[src/rtl/led_pulse_stretch_pkg.sv]
// rtl/led_pulse_stretch_pkg.sv - shared state encoding and Go Board timing constants
package led_pulse_stretch_pkg;

  typedef enum logic [1:0] {
    ST_IDLE = 2'd0,
    ST_ON   = 2'd1,
    ST_OFF  = 2'd2
  } state_t;

  localparam int c_CLK_HZ      = 25_000_000;
  localparam int c_BLINK_DIV   = 10;
  // 100 ms at the board clock
  localparam int c_DEFAULT_LIM = c_CLK_HZ / c_BLINK_DIV;

endpackage

[src/rtl/led_pulse_stretch.sv]
// rtl/led_pulse_stretch.sv - stretches single-cycle events into visible LED blinks with queueing
module led_pulse_stretch
  import led_pulse_stretch_pkg::*;
#(
  parameter int c_ON_LIMIT   = c_DEFAULT_LIM,
  parameter int c_OFF_LIMIT  = c_DEFAULT_LIM,
  parameter int c_CNT_WIDTH  = 22,
  parameter int c_PEND_WIDTH = 4
) (
  input  logic                    i_Clk,
  input  logic                    i_Rst,
  input  logic                    i_Event,
  input  logic                    i_Clear_Overflow,
  output logic                    o_LED,
  output logic                    o_Busy,
  output logic [c_PEND_WIDTH-1:0] o_Pending,
  output logic                    o_Overflow
);

  localparam logic [c_CNT_WIDTH-1:0]  c_ON_LAST  = c_CNT_WIDTH'(c_ON_LIMIT - 1);
  localparam logic [c_CNT_WIDTH-1:0]  c_OFF_LAST = c_CNT_WIDTH'(c_OFF_LIMIT - 1);
  localparam logic [c_PEND_WIDTH-1:0] c_PEND_MAX = '1;

  state_t                  r_state;
  logic [c_CNT_WIDTH-1:0]  r_cnt;
  logic [c_PEND_WIDTH-1:0] r_pend;
  logic                    r_led;
  logic                    r_busy;
  logic                    r_ovf;

  logic w_off_done;
  logic w_queue;
  logic w_drop;

  // The final OFF cycle consumes an event directly instead of queueing it
  assign w_off_done = (r_state == ST_OFF) && (r_cnt == c_OFF_LAST);
  assign w_queue    = i_Event && ((r_state == ST_ON) || ((r_state == ST_OFF) && !w_off_done));
  assign w_drop     = w_queue && (r_pend == c_PEND_MAX);

  always_ff @(posedge i_Clk or posedge i_Rst) begin
    if (i_Rst) begin
      r_state <= ST_IDLE;
      r_cnt   <= '0;
      r_pend  <= '0;
      r_led   <= 1'b0;
      r_busy  <= 1'b0;
      r_ovf   <= 1'b0;
    end else begin
      if (w_drop) begin
        r_ovf <= 1'b1;
      end else if (i_Clear_Overflow) begin
        r_ovf <= 1'b0;
      end

      case (r_state)
        ST_IDLE: begin
          r_cnt  <= '0;
          r_pend <= '0;
          if (i_Event) begin
            r_state <= ST_ON;
            r_led   <= 1'b1;
            r_busy  <= 1'b1;
          end else begin
            r_led  <= 1'b0;
            r_busy <= 1'b0;
          end
        end

        ST_ON: begin
          if (w_queue && !w_drop) begin
            r_pend <= r_pend + 1'b1;
          end
          if (r_cnt == c_ON_LAST) begin
            r_state <= ST_OFF;
            r_cnt   <= '0;
            r_led   <= 1'b0;
          end else begin
            r_cnt <= r_cnt + 1'b1;
            r_led <= 1'b1;
          end
          r_busy <= 1'b1;
        end

        ST_OFF: begin
          if (w_off_done) begin
            if (r_pend != '0) begin
              r_state <= ST_ON;
              r_cnt   <= '0;
              r_led   <= 1'b1;
              r_busy  <= 1'b1;
              // Decrement and a same-cycle event cancel out
              if (!i_Event) begin
                r_pend <= r_pend - 1'b1;
              end
            end else if (i_Event) begin
              r_state <= ST_ON;
              r_cnt   <= '0;
              r_led   <= 1'b1;
              r_busy  <= 1'b1;
            end else begin
              r_state <= ST_IDLE;
              r_cnt   <= '0;
              r_led   <= 1'b0;
              r_busy  <= 1'b0;
            end
          end else begin
            r_cnt  <= r_cnt + 1'b1;
            r_led  <= 1'b0;
            r_busy <= 1'b1;
            if (w_queue && !w_drop) begin
              r_pend <= r_pend + 1'b1;
            end
          end
        end

        default: begin
          r_state <= ST_IDLE;
          r_cnt   <= '0;
          r_pend  <= '0;
          r_led   <= 1'b0;
          r_busy  <= 1'b0;
        end
      endcase
    end
  end

  assign o_LED      = r_led;
  assign o_Busy     = r_busy;
  assign o_Pending  = r_pend;
  assign o_Overflow = r_ovf;

endmodule
[config.mk]
export PLATFORM = sky130hd
export DESIGN_NAME = led_pulse_stretch
export DESIGN_NICKNAME = d
export VERILOG_FILES = /design/src/rtl/led_pulse_stretch_pkg.sv /design/src/rtl/led_pulse_stretch.sv
export SDC_FILE = /design/constraint.sdc
export NUM_CORES = 1
export LEC_CHECK = 0
export ABC_CLOCK_PERIOD_IN_PS = 2000
export CAP_MARGIN = 5
export CORE_MARGIN = 8
export CORE_UTILIZATION = 45
export DETAILED_ROUTE_END_ITERATION = 10
export GPL_ROUTABILITY_DRIVEN = 0
export PLACE_DENSITY = 0.67
export SLEW_MARGIN = 10
export SYNTH_ARGS = -nofsm -noshare
export SYNTH_HDL_FRONTEND = slang
export SYNTH_SLANG_ARGS = --single-unit
[constraint.sdc]
create_clock -name i_Clk -period 2 [get_ports i_Clk]
set_input_delay 0.2 -clock i_Clk [delete_from_list [all_inputs] [get_ports i_Clk]]
set_output_delay 0.2 -clock i_Clk [all_outputs]
set_load 0.05 [all_outputs]
Word level (Yosys, flattened, before mapping)
Cells that the tools add are included.

Flip-flop bits (word level): 31. Output and inout bits: 7.

Mux-type cells: 23. $add $sub $neg: 3. Reduce and logical (&&, ||, !) cells: 13. Equal/unequal tests: 9.

Operators by type and width (number): 22-bit two-way mux (2); 22-bit case mux with 2 select lines (1); 22-bit by 1-bit adder with 22-bit output, second input constant (1); 22-bit == test, second input constant (1); 4-bit two-way mux (4); 1-bit two-way mux (9); 4-bit case mux with 2 select lines (1); 2-bit two-way mux (3); 2-bit inequality test, second input constant (3); 1-bit case mux with 3 select lines (2); 2-bit case mux with 3 select lines (1); 1-bit logical AND (5); 4-bit by 1-bit adder with 4-bit output, second input constant (1); 4-bit == test, second input constant (1); 4-bit nonzero test (1); 4-bit by 1-bit subtractor with 4-bit output, second input constant (1); 3-bit by 2-bit inequality test with 1-bit output, second input constant (1); 3-bit inequality test, second input constant (1); 3-bit AND reduction (1); 2-bit by 1-bit == test with 1-bit output, second input constant (1); 2-bit == test, second input constant (1); 1-bit zero test (2); 2-bit zero test (1); 2-bit AND reduction (1); other kinds (2) (2).

Depth between registers and ports, before layout
Word-level depth: 12. Mapped depth: 7. Gate-level depth less buffers: 7.

Worst setup path after synthesis
No wires, ideal clock.

Kind: reg2reg. Start: reg r_pend[0] (netlist: o_Pending[0]). End: reg r_pend[3] (netlist: o_Pending[3]). Library setup time: 76 ps. Buffers on the path: 0. Cell stages (with the launch flop): 7. Slack: 6 ps. Arrival: 1918 ps. Path through: dfrtp_1 inv_1 ha_1 or3b_2 and2_1 or3b_1 o21ai_1.

Longest elaborated chain between the ends: 7. Elaborated cells between the ends (all ways): 14.

RTL lines: start, declared (RTL line led_pulse_stretch.sv:26) `logic [c_PEND_WIDTH-1:0] r_pend;`; start signal, assigned (RTL line led_pulse_stretch.sv:71) `r_pend <= r_pend + 1'b1;`; start signal, assigned (RTL line led_pulse_stretch.sv:93) `r_pend <= r_pend - 1'b1;`; start signal, assigned (RTL line led_pulse_stretch.sv:111) `r_pend <= r_pend + 1'b1;`; branches (longest 7 deep; another with 4-bit by 1-bit subtractor with 4-bit output).

Parallel ways; which one is timed is not known. The select of a mux whose other input is x is not followed. A chain may end at the register's enable or synchronous reset.

Worst setup path in the final report
Start: reg r_cnt[1]. End: reg r_pend[1] (netlist: o_Pending[1]).

Longest elaborated chain between the ends: 12. Elaborated cells between the ends (all ways): 15.

RTL lines: start, declared (RTL line led_pulse_stretch.sv:25) `logic [c_CNT_WIDTH-1:0] r_cnt;`; start signal, assigned (RTL line led_pulse_stretch.sv:78) `r_cnt <= r_cnt + 1'b1;`; start signal, assigned (RTL line led_pulse_stretch.sv:107) `r_cnt <= r_cnt + 1'b1;`; 22-bit == test (*) (RTL line led_pulse_stretch.sv:36) `assign w_off_done = (r_state == ST_OFF) && (r_cnt == c_OFF_LAST);`; 1-bit logical AND (*) (RTL line led_pulse_stretch.sv:36); 1-bit zero test (RTL line led_pulse_stretch.sv:37) `assign w_queue = i_Event && ((r_state == ST_ON) || ((r_state == ST_OFF) && !w_off_done));`; 1-bit logical AND (RTL line led_pulse_stretch.sv:37); 1-bit logical OR (RTL line led_pulse_stretch.sv:37); 1-bit logical AND (RTL line led_pulse_stretch.sv:37); 1-bit logical AND (RTL line led_pulse_stretch.sv:38) `assign w_drop = w_queue && (r_pend == c_PEND_MAX);`; 1-bit zero test (RTL line led_pulse_stretch.sv:70, led_pulse_stretch.sv:110); 1-bit logical AND (RTL line led_pulse_stretch.sv:70, led_pulse_stretch.sv:110); 4-bit two-way mux; 4-bit two-way mux (RTL line led_pulse_stretch.sv:85) `if (w_off_done) begin`; 4-bit case mux with 2 select lines (RTL line led_pulse_stretch.sv:55) `case (r_state)`.

Mark *: on every way between the ends. The rest lies on a longest branch, timed or not.

==> impl_metrics.toml <==
[cts]
root_buffer = "clkbuf_8"
hold_buffers = 0
cts_buffer_depth = 2
tritoncts = "done"
numClockSinks = 31
htreeDepth = 2
clock_latency_ns = 0.28
cts_buffers = 5
clk_transition_reported_paths_ns = 0.07

[critical_path]
crit_family = "compound AO/OA/AOI/OAI gates"
crit_path_max_fanout = 6
worstSetupPathType = "reg -> reg"
worstPathArrival_ns = 2.08
critPathRequiredTime_ns = 2.18
crit_slowest_cell = "dfrtp_1"
startpoint = "r_cnt[1]"
end_kind = "register"
crit_chain = "ha_4, and4_2, nand4b_4, o41ai_4, buf_4, o22ai_1, a32o_1"
cpPeakStageDelay_ns = 0.40
rr_startpoint = "r_cnt[1]"
path_buf_inv = 1
critPathLaunchType = "register"

[detailed_routing]
num_vias = 1533
postRouteAntennaNets = 0
wire_per_inst_um = 14.2
viasPerCell = 5.44
drcViolationCount = 0
dr.pass1.iters = 4
drtIter0Drc = 92
wl_mm = 4.00

[synthesis]
yosysWarnings = 0
ys_seq_area_frac = 0.410
ys_ff_latch = 31
syn_nets = 214
synth_edf_count = 0
synth_area_um2 = 1890
async_flop_share = 1.00
netlist_instances = 202
synthFlopType = "dfrtp_1"
syn_avg_cell_area_um2 = 9.36
yosysUniqueCellTypes = 43

[timing]
skew_ns = 0.00649
fin_crit_sh = 0.952
rsz0062_at_grt = "no"
hold_violations = 0
fin_ws_ns = 0.0966
maxSlewViolCount = 0
finalSetupViolCount = 0
worst_slew_pin_slew_ns = 0.496
fmax_mhz = 525
fin_crit_ns = 1.90
slew_headroom = 0.668

[final_layout]
drive_above_1_share = 0.155
nNetsFinal = 243
area_growth_pct = 20.7
fill_cells = 382
final_cell_mix = "nor2_1 (33), dfrtp_1 (31), nand2_1 (17), buf_4 (17)"
final_core_util = 0.566
diodes = 0
layout_commonest_cell = "nor2_1"

[global_routing]
grt_pass1_vias = 1565
grt_first_pass_wirelength_mm = 7.22
antenna_found_initial = 0
overflow = 0
grt_max_degree = 32
grt_use_total = 0.139

[place]
dp_slack_ns = -0.0344
dpl.hpwl_mm = 2.89
portBuffers = 10

[power_and_ir_drop]
clkPwrFrac = 0.265
switchingPower_uw = 726
vdd_drop_max_mv = 0.374
seq_power_share = 0.349
power_frac_comb = 0.386
leakagePower_uw = 0.000916
p_sw_frac = 0.355
powerDensity_nw_per_um2 = 896
cellInternalPower_uw = 1320

[die]
die-height_um = 80.8
fp.dieW_um = 80.8
io_pins = 11
rows = 23
floorplan.die_area_um2 = 6530
start_util = 0.469
core_area_um2 = 4030

[job]
cap_violations = 0

[worst_hold_path]
min_path_type = "in -> async"

[run_status]
status = "complete, no violations"
## cell type report
type	count	area [µm²]	share of cell area
repair buffers	28	248	0.109
clock buffers	8	100	0.0439
flip-flops and latches	31	776	0.340
multi-input cells	152	1050	0.459
inverters	13	48.8	0.0214
well taps	50	62.6	0.0274
## cell usage after synthesis (all sizes together) (3+ instances only)
cell type,instances,area (µm²)
a21oi,3,15.0
and3,4,25.0
buf,3,21.3
clkbuf,3,11.3
dfrtp,31,776
ha,8,100
inv,13,48.8
nand2,17,63.8
nand3,9,45.0
nand4,12,75.1
nor2,33,124
nor3,4,20.0
nor4,4,43.8
o21ai,6,30.0
xnor2,13,114
xor2,10,87.6
## per-layer routing
metal	wire length (µm)	part of all wire	vias up	track usage
met1	1840	0.46	735	0.170
met3	167	0.042	6	0.0364
li1	-	-	759	-
met5	0	0	-	0
met4	44	0.011	0	0.0500
met2	1950	0.49	33	0.231
## power groups by stage
| stage | Combinational (µW) | Clock [µW] | Sequential [µW] |
|---|---|---|---|
| after floorplan | 413 | 0 | 815 |
| after global routing | 863 | 590 | 722 |
| after detailed placement | 756 | 0 | 723 |
| after CTS | 760 | 555 | 712 |
| after global placement | 749 | 0 | 720 |
| final | 790 | 541 | 714 |
## worst reg2reg max path, cell delays in order, from the launching register on
cell and delay (ns):
dfrtp_1 0.40, ha_4 0.17, and4_2 0.27, nand4b_4 0.14, o41ai_4 0.30, buf_4 0.19
o22ai_1 0.07, a32o_1 0.26
## final timing paths
check,slack (ns),depth (start not counted),to
setup / recovery,0.1,7,o_Pending[1]
min in group i_Clk,0.50,2,o_Overflow
setup reg to reg,0.1,7,o_Pending[1]
hold reg to reg,0.53,2,o_Overflow
max in group asynchronous,1.40,3,r_cnt[14]
hold / removal,0.30,3,o_LED
## flip-flops by register name, summed over array words and instances (netlist names)
name	count
r_cnt	22
o_Overflow	1
r_state	2
o_Busy	1
o_Pending	4
o_LED	1
## stage by stage
step / TNS [ns] / power [µW] / instances / cell area (µm²) / hold slack, ns
floorplan: 0 / 1230 / 202 / 1890 / 0.304
global placement: 0 / 1470 / 272 / 2150 / 0.519
detailed placement: -0.0344 / 1480 / 272 / 2150 / 0.526
CTS: 0 / 2030 / 280 / 2250 / 0.318
global route: 0 / 2170 / 282 / 2280 / 0.354
finish: 0 / 2050 / 282 / 2280 / 0.301
## logic make-up after synthesis
kind of cell	after synthesis	share of synthesized area
AO/OA/AOI/OAI	20	0.0827
multiplexers	2	0.0113
XOR/XNOR	23	0.107
adder cells (fa/ha/maj)	8	0.0529
AND/OR/NAND/NOR	99	0.293
buffers and inverters	19	0.0430
flip-flops	31	0.410
## timing repair
item / CTS / global route
endpoints found under the setup margin: 2 / 4
gates resized for setup: 0 / 3
pin swaps: 1 / 1
setup buffers: 0 / 2
(Power assumes the default switching activity.)
